### config.mk
export PLATFORM = sky130hd
export DESIGN_NAME = crank_cam_gen_flat
export DESIGN_NICKNAME = d
export VERILOG_FILES = /design/src/rtl/crank_cam_gen_if.sv /design/src/rtl/crank_cam_gen.sv /design/src/flat_wrapper.sv
export SDC_FILE = /design/constraint.sdc
export NUM_CORES = 1
export LEC_CHECK = 0
export ABC_AREA = 1
export CAP_MARGIN = 40
export CORE_UTILIZATION = 60
export CTS_BUF_LIST = sky130_fd_sc_hd__clkbuf_8
export DETAILED_ROUTE_END_ITERATION = 16
export DONT_BUFFER_PORTS = 1
export GPL_TIMING_DRIVEN = 0
export PLACE_DENSITY = 0.87
export SLEW_MARGIN = 20
export SYNTH_ARGS = -nofsm -noshare
export SYNTH_HDL_FRONTEND = slang
export SYNTH_SLANG_ARGS = --single-unit
export TNS_END_PERCENT = 100
### constraint.sdc
create_clock -name clk -period 7.8 [get_ports clk]
set_clock_uncertainty 0.15 [all_clocks]
set_input_delay 0 -clock clk [delete_from_list [all_inputs] [get_ports clk]]
set_output_delay 0 -clock clk [all_outputs]
set_load 0.1 [all_outputs]
### src/rtl/crank_cam_gen_if.sv
// Control and observation bundle for crank_cam_gen.
// load is a one-cycle strobe with no ready: a value held on period_in while load=1 is always taken on that clk edge.
interface crank_cam_gen_if #(
    parameter int TEETH = 60,
    parameter int DIV_W = 16
);
    localparam int TW = $clog2(TEETH);

    logic                    en;
    logic                    load;
    logic        [DIV_W-1:0] period_in;
    logic signed [DIV_W-1:0] accel;
    logic                    vr_out;
    logic                    cam_out;
    logic        [TW-1:0]    tooth_cnt;
    logic                    rev_tick;
    logic        [DIV_W-1:0] period;

    modport master (
        output en, load, period_in, accel,
        input  vr_out, cam_out, tooth_cnt, rev_tick, period
    );

    modport slave (
        input  en, load, period_in, accel,
        output vr_out, cam_out, tooth_cnt, rev_tick, period
    );
endinterface

### src/rtl/crank_cam_gen.sv
// Crank (missing-tooth) and cam signal generator with programmable, accelerating period.
// Macro CRANK_CAM_GEN_CAM_EN enables the 720-degree cam phase and cam_out window.
module crank_cam_gen #(
    parameter int TEETH      = 60,
    parameter int MISSING    = 2,
    parameter int SUB        = 64,
    parameter int DIV_W      = 16,
    parameter int PERIOD_MIN = 1,
    parameter int PERIOD_RST = 128,
    parameter int CAM_ON     = 4,
    parameter int CAM_OFF    = 54
) (
    input  logic           clk,
    input  logic           rst_n,
    crank_cam_gen_if.slave bus
);
    localparam int TW = $clog2(TEETH);
    localparam int SW = $clog2(SUB);
    localparam logic [DIV_W-1:0] P_MIN  = DIV_W'(PERIOD_MIN);
    localparam logic [DIV_W-1:0] P_RST  = DIV_W'(PERIOD_RST);
    localparam logic [DIV_W-1:0] P_MAX  = {DIV_W{1'b1}};
    localparam logic [SW-1:0]    SUB_LAST = SW'(SUB - 1);
    localparam logic [SW-1:0]    SUB_HALF = SW'(SUB / 2);
    localparam logic [TW-1:0]    TOOTH_LAST = TW'(TEETH - 1);
    localparam logic [TW:0]      VR_LIMIT = (TW+1)'(TEETH - MISSING);

    if (SUB < 2 || (SUB % 2) != 0) begin : g_bad_sub
        $error("crank_cam_gen: SUB must be even and at least 2");
    end
    if (CAM_ON > CAM_OFF || CAM_OFF > TEETH || MISSING >= TEETH) begin : g_bad_window
        $error("crank_cam_gen: cam window or missing-tooth count out of range");
    end

    logic [DIV_W-1:0] div_cnt;
    logic [SW-1:0]    sub_cnt;
    logic [TW-1:0]    tooth_q;
    logic [DIV_W-1:0] period_q;
    logic [DIV_W-1:0] period_nxt;
    logic [DIV_W-1:0] pend_q;
    logic             pend_vld;
    logic             rev_q;

    logic             sub_wrap;
    logic             tooth_wrap;
    logic             rev_wrap;
    logic [DIV_W-1:0] load_val;
    logic signed [DIV_W+1:0] accel_sum;
    logic [DIV_W-1:0] accel_sat;

    assign sub_wrap   = bus.en && (div_cnt == period_q);
    assign tooth_wrap = sub_wrap && (sub_cnt == SUB_LAST);
    assign rev_wrap   = tooth_wrap && (tooth_q == TOOTH_LAST);
    assign load_val   = (bus.period_in < P_MIN) ? P_MIN : bus.period_in;

    // Two guard bits keep both underflow below zero and overflow past P_MAX visible.
    assign accel_sum = $signed({2'b00, period_q}) + $signed({{2{bus.accel[DIV_W-1]}}, bus.accel});

    always_comb begin
        accel_sat = accel_sum[DIV_W-1:0];
        if (accel_sum < $signed({2'b00, P_MIN})) begin
            accel_sat = P_MIN;
        end else if (accel_sum > $signed({2'b00, P_MAX})) begin
            accel_sat = P_MAX;
        end
    end

    // A load on the boundary cycle wins over an older pending value and over accel.
    always_comb begin
        period_nxt = period_q;
        if (tooth_wrap) begin
            if (bus.load) begin
                period_nxt = load_val;
            end else if (pend_vld) begin
                period_nxt = pend_q;
            end else begin
                period_nxt = accel_sat;
            end
        end
    end

    always_ff @(posedge clk or negedge rst_n) begin
        if (!rst_n) begin
            div_cnt  <= '0;
            sub_cnt  <= '0;
            tooth_q  <= '0;
            period_q <= P_RST;
            rev_q    <= 1'b0;
        end else if (bus.en) begin
            div_cnt  <= sub_wrap ? '0 : div_cnt + 1'b1;
            period_q <= period_nxt;
            rev_q    <= rev_wrap;
            if (sub_wrap) begin
                sub_cnt <= (sub_cnt == SUB_LAST) ? '0 : sub_cnt + 1'b1;
            end
            if (tooth_wrap) begin
                tooth_q <= (tooth_q == TOOTH_LAST) ? '0 : tooth_q + 1'b1;
            end
        end
    end

    // Pending capture runs even while en=0 so a period can be staged before starting.
    always_ff @(posedge clk or negedge rst_n) begin
        if (!rst_n) begin
            pend_q   <= '0;
            pend_vld <= 1'b0;
        end else begin
            if (bus.load) begin
                pend_q <= load_val;
            end
            if (tooth_wrap) begin
                pend_vld <= 1'b0;
            end else if (bus.load) begin
                pend_vld <= 1'b1;
            end
        end
    end

    assign bus.vr_out    = (sub_cnt >= SUB_HALF) && ({1'b0, tooth_q} < VR_LIMIT);
    assign bus.tooth_cnt = tooth_q;
    assign bus.rev_tick  = rev_q;
    assign bus.period    = period_q;

`ifdef CRANK_CAM_GEN_CAM_EN
    localparam logic [TW:0] CAM_ON_W  = (TW+1)'(CAM_ON);
    localparam logic [TW:0] CAM_OFF_W = (TW+1)'(CAM_OFF);

    logic cam_phase;

    // The cam turns once per two crank revolutions.
    always_ff @(posedge clk or negedge rst_n) begin
        if (!rst_n) begin
            cam_phase <= 1'b0;
        end else if (rev_wrap) begin
            cam_phase <= ~cam_phase;
        end
    end

    assign bus.cam_out = cam_phase && ({1'b0, tooth_q} >= CAM_ON_W) && ({1'b0, tooth_q} < CAM_OFF_W);
`else
    assign bus.cam_out = 1'b0;
`endif
endmodule

### src/flat_wrapper.sv
// flat-port wrapper written by rule: the top's interface ports become plain ports
module crank_cam_gen_flat 
#(
    parameter int TEETH      = 60,
    parameter int MISSING    = 2,
    parameter int SUB        = 64,
    parameter int DIV_W      = 16,
    parameter int PERIOD_MIN = 1,
    parameter int PERIOD_RST = 128,
    parameter int CAM_ON     = 4,
    parameter int CAM_OFF    = 54
)
  (clk, rst_n, bus_en, bus_load, bus_period_in, bus_accel, bus_vr_out, bus_cam_out, bus_tooth_cnt, bus_rev_tick, bus_period);
  crank_cam_gen_if #(.TEETH(TEETH), .DIV_W(DIV_W)) bus_i ();
  input  logic clk;
  input  logic rst_n;
  input wire logic [$bits(bus_i.en)-1:0] bus_en;
  input wire logic [$bits(bus_i.load)-1:0] bus_load;
  input wire logic [$bits(bus_i.period_in)-1:0] bus_period_in;
  input wire logic [$bits(bus_i.accel)-1:0] bus_accel;
  output wire logic [$bits(bus_i.vr_out)-1:0] bus_vr_out;
  output wire logic [$bits(bus_i.cam_out)-1:0] bus_cam_out;
  output wire logic [$bits(bus_i.tooth_cnt)-1:0] bus_tooth_cnt;
  output wire logic [$bits(bus_i.rev_tick)-1:0] bus_rev_tick;
  output wire logic [$bits(bus_i.period)-1:0] bus_period;
  assign bus_i.en = bus_en;
  assign bus_i.load = bus_load;
  assign bus_i.period_in = bus_period_in;
  assign bus_i.accel = bus_accel;
  assign bus_vr_out = bus_i.vr_out;
  assign bus_cam_out = bus_i.cam_out;
  assign bus_tooth_cnt = bus_i.tooth_cnt;
  assign bus_rev_tick = bus_i.rev_tick;
  assign bus_period = bus_i.period;
  crank_cam_gen #(.TEETH(TEETH), .MISSING(MISSING), .SUB(SUB), .DIV_W(DIV_W), .PERIOD_MIN(PERIOD_MIN), .PERIOD_RST(PERIOD_RST), .CAM_ON(CAM_ON), .CAM_OFF(CAM_OFF)) u_core (.clk(clk), .rst_n(rst_n), .bus(bus_i));
endmodule
### After elaboration in Yosys (flattened, before gate mapping)

Index checks and enable logic that the tools add are counted.
W data, S select, Z words.

* bits in registers: 62
* output and inout port bits: 25
* logic and storage cells: 36

* add/sub/neg operators: 4
* magnitude comparators: 5
* equality and inequality tests: 3
* mux-type cells: 10
* reduce and logical (&&, ||, !) cells: 7

Operators by type and width (count)
* $mux W16: 6
* $add A17 B16 Y18: 1
* $gt A18 B17 Y1 const B: 1
* $lt A18 B2 Y1 const B: 1
* $add A16 B1 Y16 const B: 1
* $eq A16 B16 Y1: 1
* $lt A16 B1 Y1 const B: 1
* $add A6 B1 Y6 const B: 2
* $eq A6 B6 Y1 const B: 2
* $mux W6: 2
* $ge A6 B6 Y1 const B: 1
* $lt A6 B6 Y1 const B: 1
* $logic_and A1 B1 Y1: 4
* $reduce_and A2 Y1: 2
* $mux W1: 2
* $reduce_bool A2 Y1: 1

### Depth between registers and ports, before layout

Gate-level depths: netlist of run 1.

* depth after elaboration: 6
* gate-level depth with buffers: 18

### Worst setup path after synthesis of run 1

OpenSTA, ideal clock, no wires.

* path type: register to register
* start point: reg u_core.period_q[0], in the netlist u_core.bus.period[0]
* end point: reg u_core.period_q[14], in the netlist u_core.bus.period[14]
* arrival time: 2.926 ns
* data required time: 7.526 ns
* slack: 4.601 ns
* stages on the path, launching flop included: 19
* buffers on the path: 1
* cell sequence: dfrtp_1 > ha_1 > inv_1 > fa_1 > inv_1 > nand3_1 > nand2_2 > nand2_2 > nand2_2 > nand2_1 > nand2_2 > inv_2 > nor2_1 > nand3_1 > nor2_2 > nand3_2 > buf_6 > nand3_2 > a21oi_2

* cells in the longest elaborated chain, start to end: 6

Ends and longest elaborated chain
* start, declared: RTL line crank_cam_gen.sv:37 `logic [DIV_W-1:0] period_q;`
* start signal, assigned: RTL line crank_cam_gen.sv:90 `period_q <= period_nxt;`
* $add A17 B16 Y18: RTL line crank_cam_gen.sv:56 `assign accel_sum = $signed({2'b00, period_q}) + $signed({{2{bus.accel[DIV_W-1]}}, bus.accel});`
* $gt A18 B17 Y1: RTL line crank_cam_gen.sv:62 `end else if (accel_sum > $signed({2'b00, P_MAX})) begin`
* $mux W16: RTL line crank_cam_gen.sv:62
* $mux W16: RTL line crank_cam_gen.sv:60 `if (accel_sum < $signed({2'b00, P_MIN})) begin`
* $mux W16: RTL line crank_cam_gen.sv:73 `end else if (pend_vld) begin`
* $mux W16: RTL line crank_cam_gen.sv:71 `if (bus.load) begin`

Several ways; a longest one is shown, not always the timed one.
A chain may end at the register's enable or synchronous reset.

### Worst setup path after layout of run 1

* start point: reg u_core.period_q[7], in the netlist u_core.bus.period[7]
* end point: reg u_core.period_q[12], in the netlist u_core.bus.period[12]

The elaborated chain is that of the path after synthesis.

==> qor.txt, run 1 <==
Slowest-stage cell, CP: dfstp_2
crit start category: register
Arr. time, crit path: 3.26 ns
Syn Inst Count: 736
Seq/Total Area, Yosys: 0.305
Final GP Congestion: 0.901
Avg Inst Size Synth: 6.91 um2
internal power: 0.000608 W
mapped cell area: 5080 um2
share of cells above drive strength 1: 0.163
Placement Rows: 33
Root Buffer Master: clkbuf_8
Fin. Hold Viols: 0
CTS tree: done
global route overflow: 0
Crit Reg-Reg Startpoint: u_core.bus.period[7]
Yosys cell types: 43
antenna violations before repair: 1
Main synth FF type: dfrtp_1
synth warn: 0
fillers: 545
First-pass DRT Iterations: 6
RSZ-0062 raised after global routing: no
Critical Path Fanout Max: 7
Final Cycle Share: 0.404
CP Data Required Time: 7.90 ns
HPWL after DPL: 11000 um
crit path to: u_core.bus.period[12]
setup TNS: 0 ns
clk_lat worst skew: 0.35 ns
Post-Place Setup Slack: 4.76 ns
Worst slew margin: 0.590
Final #Nets: 883
Finished Core Util: 0.792
Via density: 5.97
detailed-route DRC error count: 0
combinational share of power: 0.219
number of top-level pins: 61
CP max stage delay: 0.94 ns
postcts setup bufs: 0
WL final: 16100 um
P_leak: 3.30 nW
worst reg-to-reg path cell count: 14
final worst slack: 4.65 ns
Setup violations, final: 0
worst setup path start: u_core.bus.period[7]
first-pass GRT wire length: 26100 um
Max Cap Violations: 0
TritonCTS Sinks: 62
IO Port Bufs: 0
clock transition at the registers of the reported paths: 0.08 ns
Max clock buf depth: 2
most used cell, CP: nand2_1
vias in the first global route: 5639
PD cells: 137 nW/um2
1st-iter DRT viols: 390
die height: 94.0 um
Hold Path Class: in2reg
EDFF count, synth: 0
Core Area: 8220 um2
Num CTS Buffers: 9
Reg2Reg Setup Slack: 4.65 ns
min cycle time layout: 3.15 ns
die area: 8840 um2
max-slew violation count: 0
Design Area, Final: 6510 um2
Net Count, Synth: 794
vias after detailed routing: 5588
Seq pwr share: 0.420
Sw Share: 0.320
Layout area overhead: 28.0%
Post-CTS Resized: 0
synthesized flop and latch total: 62
Initial Util: 0.619
Worst Min Path Start: bus_accel[15]
Finished Layout Cells: 936
Cell Chain, Critical Path: ha_1 -> nand2_1 -> inv_1 -> nand2_1 -> nand2_1 -> a21oi_2 -> nand2_2 -> nand2_4 -> nand3_1 -> nand2_2 -> o21ai_0 -> nor2_1 -> nand2_1 -> a21oi_1
chip width: 94.0 um
Crit Reg-Reg Endpoint: u_core.bus.period[12]
Clock power frac: 0.361
Slew @ Worst Pin: 0.614 ns
Top delay family on crit path: simple AND/OR/NAND/NOR gates
number of H-tree levels: 3
Max Fclk: 317 MHz
Avg WL per Cell: 17.2 um
post-placement cell area: 5920 um2
Final ANT Viol Nets: 0
WP depth: 14
Buf+Inv Stages, Crit Path: 1
Crit. End Element: register
worst vdd ir: 0.224 mV
dpl cells: 884
Hold Crit Depth: 5
Post-synth ARST share: 1.00
largest net degree at the start of global routing: 63
Sw Pwr: 0.000286 W
critical path class: reg2reg
outcome: completed
GR Util All Layers: 0.387
## layout make-up
class / instances / area, um2 / area share
clock buffer: 10 / 138 / 0.0211
tap: 105 / 131 / 0.0202
clock inverter: 6 / 77.6 / 0.0119
timing repair buffer: 78 / 1070 / 0.165
multi-input combinational: 551 / 3030 / 0.466
buffer: 16 / 103 / 0.0158
antenna: 1 / 2.50 / 0.000384
sequential: 62 / 1550 / 0.239
inverter: 107 / 402 / 0.0617
## how the worst min path moves through the flow
| stage | to | slack, ns |
|---|---|---|
| after floorplan | u_core.bus.period[0] | -0.45 |
| after global placement | u_core.div_cnt[3] | -0.44 |
| after detailed placement | u_core.div_cnt[2] | -0.44 |
| after CTS | u_core.bus.period[15] | 0.01 |
| after global routing | u_core.div_cnt[5] | 0.09 |
| final | u_core.bus.period[15] | 0.04 |
## sequential cells by signal (all words and copies together), names as in the netlist
name / cells
u_core.bus.rev_tick: 1
u_core.div_cnt: 16
u_core.sub_cnt: 6
u_core.bus.period: 16
u_core.pend_q: 16
u_core.bus.tooth_cnt: 6
u_core.pend_vld: 1
## what timing repair did
item                                   4_1_cts  5_1_grt
setup endpoints to repair                    0        0
endpoints found under the hold margin       99        0
hold buffers                                35        0
## logic make-up after synthesis
kind of cell	count (synthesis)	synth area share
other cells	1	0.000738
simple gates	439	0.424
flops	62	0.305
fa+ha+maj	22	0.0556
buf+inv	123	0.0992
compound gates	75	0.0898
xor+xnor	14	0.0256
## Yosys cell counts, types with 2 or more instances
master | count | area [um2]
o21ai_0 | 28 | 140
nand4_1 | 17 | 106
nand2_2 | 14 | 87.6
a21oi_2 | 17 | 149
nand3b_1 | 10 | 75.1
nor4_2 | 2 | 25.0
o21bai_1 | 2 | 15.0
nor3_2 | 2 | 20.0
nor2_2 | 3 | 18.8
o31ai_1 | 3 | 22.5
ha_1 | 21 | 263
and2_1 | 2 | 12.5
inv_1 | 100 | 375
inv_2 | 5 | 18.8
buf_4 | 4 | 30.0
buf_6 | 3 | 33.8
xnor2_1 | 5 | 43.8
clkinv_1 | 2 | 7.51
nand3_4 | 2 | 35.0
nand3_2 | 24 | 240
a31oi_1 | 2 | 12.5
buf_2 | 4 | 20.0
xor2_1 | 8 | 70.1
a21oi_1 | 20 | 100
dfrtp_1 | 61 | 1530
clkbuf_1 | 5 | 18.8
nand3_1 | 54 | 270
nor3_1 | 13 | 65.1
nor2_1 | 81 | 304
or2_2 | 8 | 50.1
nand2_1 | 193 | 724
o21ai_1 | 2 | 10.0
nand2_4 | 2 | 22.5
nor4_1 | 8 | 50.1
## worst min-delay path: cells and delay by family
kind | cells | cell delay (ns)
AOI/OAI and AO/OA | 1 | 0.06
and+or+nand+nor | 3 | 0.39
buffers and inverters | 1 | 0.05
## per-stage QoR
stage / hold WS (ns) / power (W)
after floorplan: -0.446 / 0.000504
after global placement: -0.445 / 0.000534
after detailed placement: -0.445 / 0.000541
after CTS: 0.0102 / 0.000879
after global routing: 0.0867 / 0.000931
final: 0.0372 / 0.000894
## power by group through the flow
stage | combinational, W | clock [W] | sequential, W
final | 0.000196 | 0.000323 | 0.000375
after detailed placement | 0.000161 | 0 | 0.000380
after global placement | 0.000155 | 0 | 0.000379
after floorplan | 0.000132 | 0 | 0.000372
after global routing | 0.000220 | 0.000334 | 0.000377
after CTS | 0.000188 | 0.000317 | 0.000374
## layout by cell type (no fill, tap or decap), types with 8 or more instances in the layout
| cell type | count |
|---|---|
| a21oi_1 | 19 |
| a21oi_2 | 18 |
| buf_1 | 18 |
| buf_16 | 23 |
| clkbuf_8 | 10 |
| dfrtp_1 | 61 |
| dlygate4sd3_1 | 34 |
| ha_1 | 21 |
| inv_1 | 102 |
| nand2_1 | 193 |
| nand2_2 | 14 |
| nand3_1 | 54 |
| nand3_2 | 24 |
| nand3b_1 | 10 |
| nand4_1 | 17 |
| nor2_1 | 81 |
| nor3_1 | 13 |
| nor4_1 | 8 |
| o21ai_0 | 28 |
| or2_2 | 8 |
| xor2_1 | 8 |
## per-layer routing
layer / up-vias / part of all wire / global-route usage
met1: 2609 / 0.38 / 0.441
met2: 339 / 0.48 / 0.662
li1: 2548 / - / -
met3: 92 / 0.080 / 0.0801
met5: - / 0 / 0
met4: 0 / 0.059 / 0.237
(Power assumes the default switching activity.)
==> inputs of run 2 (changes only) <==
clock period = 3.1 ns   (was 7.8 ns; I/O delays follow)
==> run 2 against run 1 <==
  * The flow now finishes with violations (negative hold slack, negative setup slack)
  * Count of clock-buffer cells in the layout unchanged
  * Register-to-register slack worse by 4.7 ns
  * Critical path depth rose by 4
  * Cell count up 0.53%
  * Combinational power rose to 2.6 times the previous value
  * Hold slack got worse by 0.040 ns
  * Wire length up 13%
  * Fmax increased by 0.46%
  * Total power grew to 2.5 times the previous value
  * Critical path type unchanged
  * Critical endpoint is now u_core.bus.period[14]
  * Largest cell class unchanged
==> qor.txt, run 2 (same netlist as run 1, synthesis figures left out) <==
outcome: finished, violations left (was completed)
failing checks: negative hold slack, negative setup slack
crit start category: register (unchanged)
First-pass DRT Iterations: 6 (unchanged)
vias after detailed routing: 5904 (was 5588)
Initial Util: 0.619 (unchanged)
Post-Place Setup Slack: -0.185 ns (was 4.76 ns)
Cell Chain, Critical Path: ha_4 -> inv_1 -> fa_2 -> inv_2 -> nand3_2 -> nand2_4 -> nand2_4 -> nand2_4 -> nand2_2 -> nand2_4 -> inv_2 -> nor2_1 -> nand3_1 -> nor2_2 -> nand3_4 -> buf_8 -> nand3_2 -> a21oi_4 (was ha_1 -> nand2_1 -> inv_1 -> nand2_1 -> nand2_1 -> a21oi_2 -> nand2_2 -> nand2_4 -> nand3_1 -> nand2_2 -> o21ai_0 -> nor2_1 -> nand2_1 -> a21oi_1)
Max Fclk: 319 MHz (was 317 MHz)
commonest cells after routing, fill and taps aside: nand2_1 (187), inv_1 (101), nor2_1 (80) (was nand2_1 (193), inv_1 (102), nor2_1 (81))
Slowest-stage cell, CP: dfrtp_4 (was dfstp_2)
worst vdd ir: 0.366 mV (was 0.224 mV)
number of top-level pins: 61 (unchanged)
largest net degree at the start of global routing: 63 (unchanged)
hold slack: -0.00231 ns (was 0.0372 ns)
Final ANT Viol Nets: 0 (unchanged)
clk_lat worst skew: 0.36 ns (was 0.35 ns)
first-pass GRT wire length: 26400 um (was 26100 um)
IO Port Bufs: 0 (unchanged)
Via density: 6.27 (was 5.97)
die height: 94.0 um (unchanged)
fillers: 480 (was 545)
Num CTS Buffers: 9 (unchanged)
multi-input combinational cell area: 3130 um2 (was 3030 um2)
1st-iter DRT viols: 688 (was 390)
global route overflow: 0 (unchanged)
Core Area: 8220 um2 (unchanged)
Fin. Hold Viols: 1 (was 0)
Final #Nets: 889 (was 883)
Layout area overhead: 31.1% (was 28.0%)
Finished Core Util: 0.811 (was 0.792)
Hold Path Class: in2async (was in2reg)
chip width: 94.0 um (unchanged)
Root Buffer Master: clkbuf_8 (unchanged)
P_leak: 3.35 nW (was 3.30 nW)
GR Util All Layers: 0.393 (was 0.387)
Design Area, Final: 6670 um2 (was 6510 um2)
Placement Rows: 33 (unchanged)
TritonCTS Sinks: 62 (unchanged)
post-placement cell area: 5870 um2 (was 5920 um2)
Critical Path Fanout Max: 5 (was 7)
CP Data Required Time: 3.18 ns (was 7.90 ns)
# diodes: 0 (was 1)
share of cells above drive strength 1: 0.191 (was 0.163)
Final Cycle Share: 1.01 (was 0.404)
detailed-route DRC error count: 0 (unchanged)
die area: 8840 um2 (unchanged)
min cycle time layout: 3.14 ns (was 3.15 ns)
Max Cap Violations: 0 (unchanged)
Crit Reg-Reg Startpoint: u_core.bus.period[0] (was u_core.bus.period[7])
Worst slew margin: 0.625 (was 0.590)
antenna violations before repair: 0 (was 1)
commonest non-fill, non-tap cell in the layout: nand2_1 (unchanged)
Setup violations, final: 1 (was 0)
Slew @ Worst Pin: 0.560 ns (was 0.614 ns)
max-slew violation count: 0 (unchanged)
CP max stage delay: 0.68 ns (was 0.94 ns)
most used cell, CP: nand2_4 (was nand2_1)
Finished Layout Cells: 941 (was 936)
worst setup path start: u_core.bus.period[0] (was u_core.bus.period[7])
Avg WL per Cell: 19.4 um (was 17.2 um)
Reg area: 1570 um2 (was 1550 um2)
HPWL after DPL: 10800 um (was 11000 um)
final worst slack: -0.0370 ns (was 4.65 ns)
clock transition at the registers of the reported paths: 0.08 ns (about the same)
Final GP Congestion: 0.931 (was 0.901)
WL final: 18200 um (was 16100 um)
CTS tree: done (unchanged)
Max clock buf depth: 2 (unchanged)
vias in the first global route: 5600 (was 5639)
number of H-tree levels: 3 (unchanged)
critical path class: reg2reg (unchanged)
Crit. End Element: register (unchanged)
PD cells: 341 nW/um2 (was 137 nW/um2)
Arr. time, crit path: 3.22 ns (was 3.26 ns)
dpl cells: 881 (was 884)
[run 2: worst paths after layout]
kind                                         end  slack, ns  depth (start not counted)
max                        u_core.bus.period[14]      -0.04                         18
min                            u_core.div_cnt[2]     -0.002                          2
max reg2reg                u_core.bus.period[14]      -0.04                         18
min reg2reg                   u_core.div_cnt[13]       0.34                          1
max in group asynchronous   u_core.bus.period[7]       2.47                          2
min in group clk            u_core.bus.period[5]       0.13                          7
[run 2: area by class of cell]
cell class              count  area share
well taps                 105      0.0197
clock buffers              10      0.0206
flip-flops and latches     62       0.235
multi-input cells         551       0.469
clock inverters             6      0.0116
repair buffers             84       0.167
inverters                 107      0.0602
plain buffers              16      0.0165
[run 2: report_power, final]
group / switching (W) / internal [W]
Sequential: 0.0000678 / 0.000878
Clock: 0.000358 / 0.000467
Combinational: 0.000315 / 0.000190
[run 2: stage by stage]
step / TNS (ns) / hold WS (ns) / total power [W]
6_report: -0.0370 / -0.00231 / 0.00228
3_3_place_gp: -1.35 / -0.445 / 0.00134
2_1_floorplan: 0 / -0.446 / 0.00127
3_5_place_dp: -1.87 / -0.445 / 0.00136
5_1_grt: -1.16 / 0.0393 / 0.00235
4_1_cts: 0 / 0.0253 / 0.00221
[run 2: what timing repair did]
| item | CTS | global route |
|---|---|---|
| gates resized for setup | 7 | 23 |
| pin swaps | 0 | 11 |
| hold endpoints to repair | 99 | 0 |
| gates cloned | 0 | 2 |
| setup buffers | 0 | 7 |
| endpoints found under the setup margin | 15 | 13 |
| hold buffers | 35 | 0 |
[run 2: metal layers]
layer,wire length [um],up-vias,track usage
li1,-,2567,-
met1,6420,2713,0.450
met2,8530,485,0.659
met3,1970,139,0.0890
met5,0,-,0.0256
met4,1300,0,0.244
[run 2: worst max-delay path, delay by kind of cell (launching register included)]
family / cells / cell delay [ns]
AND/OR/NAND/NOR: 11 / 1.13
flip-flops: 1 / 0.68
adder cells (fa/ha/maj): 2 / 0.57
AO/OA/AOI/OAI: 1 / 0.09
buffers and inverters: 4 / 0.37
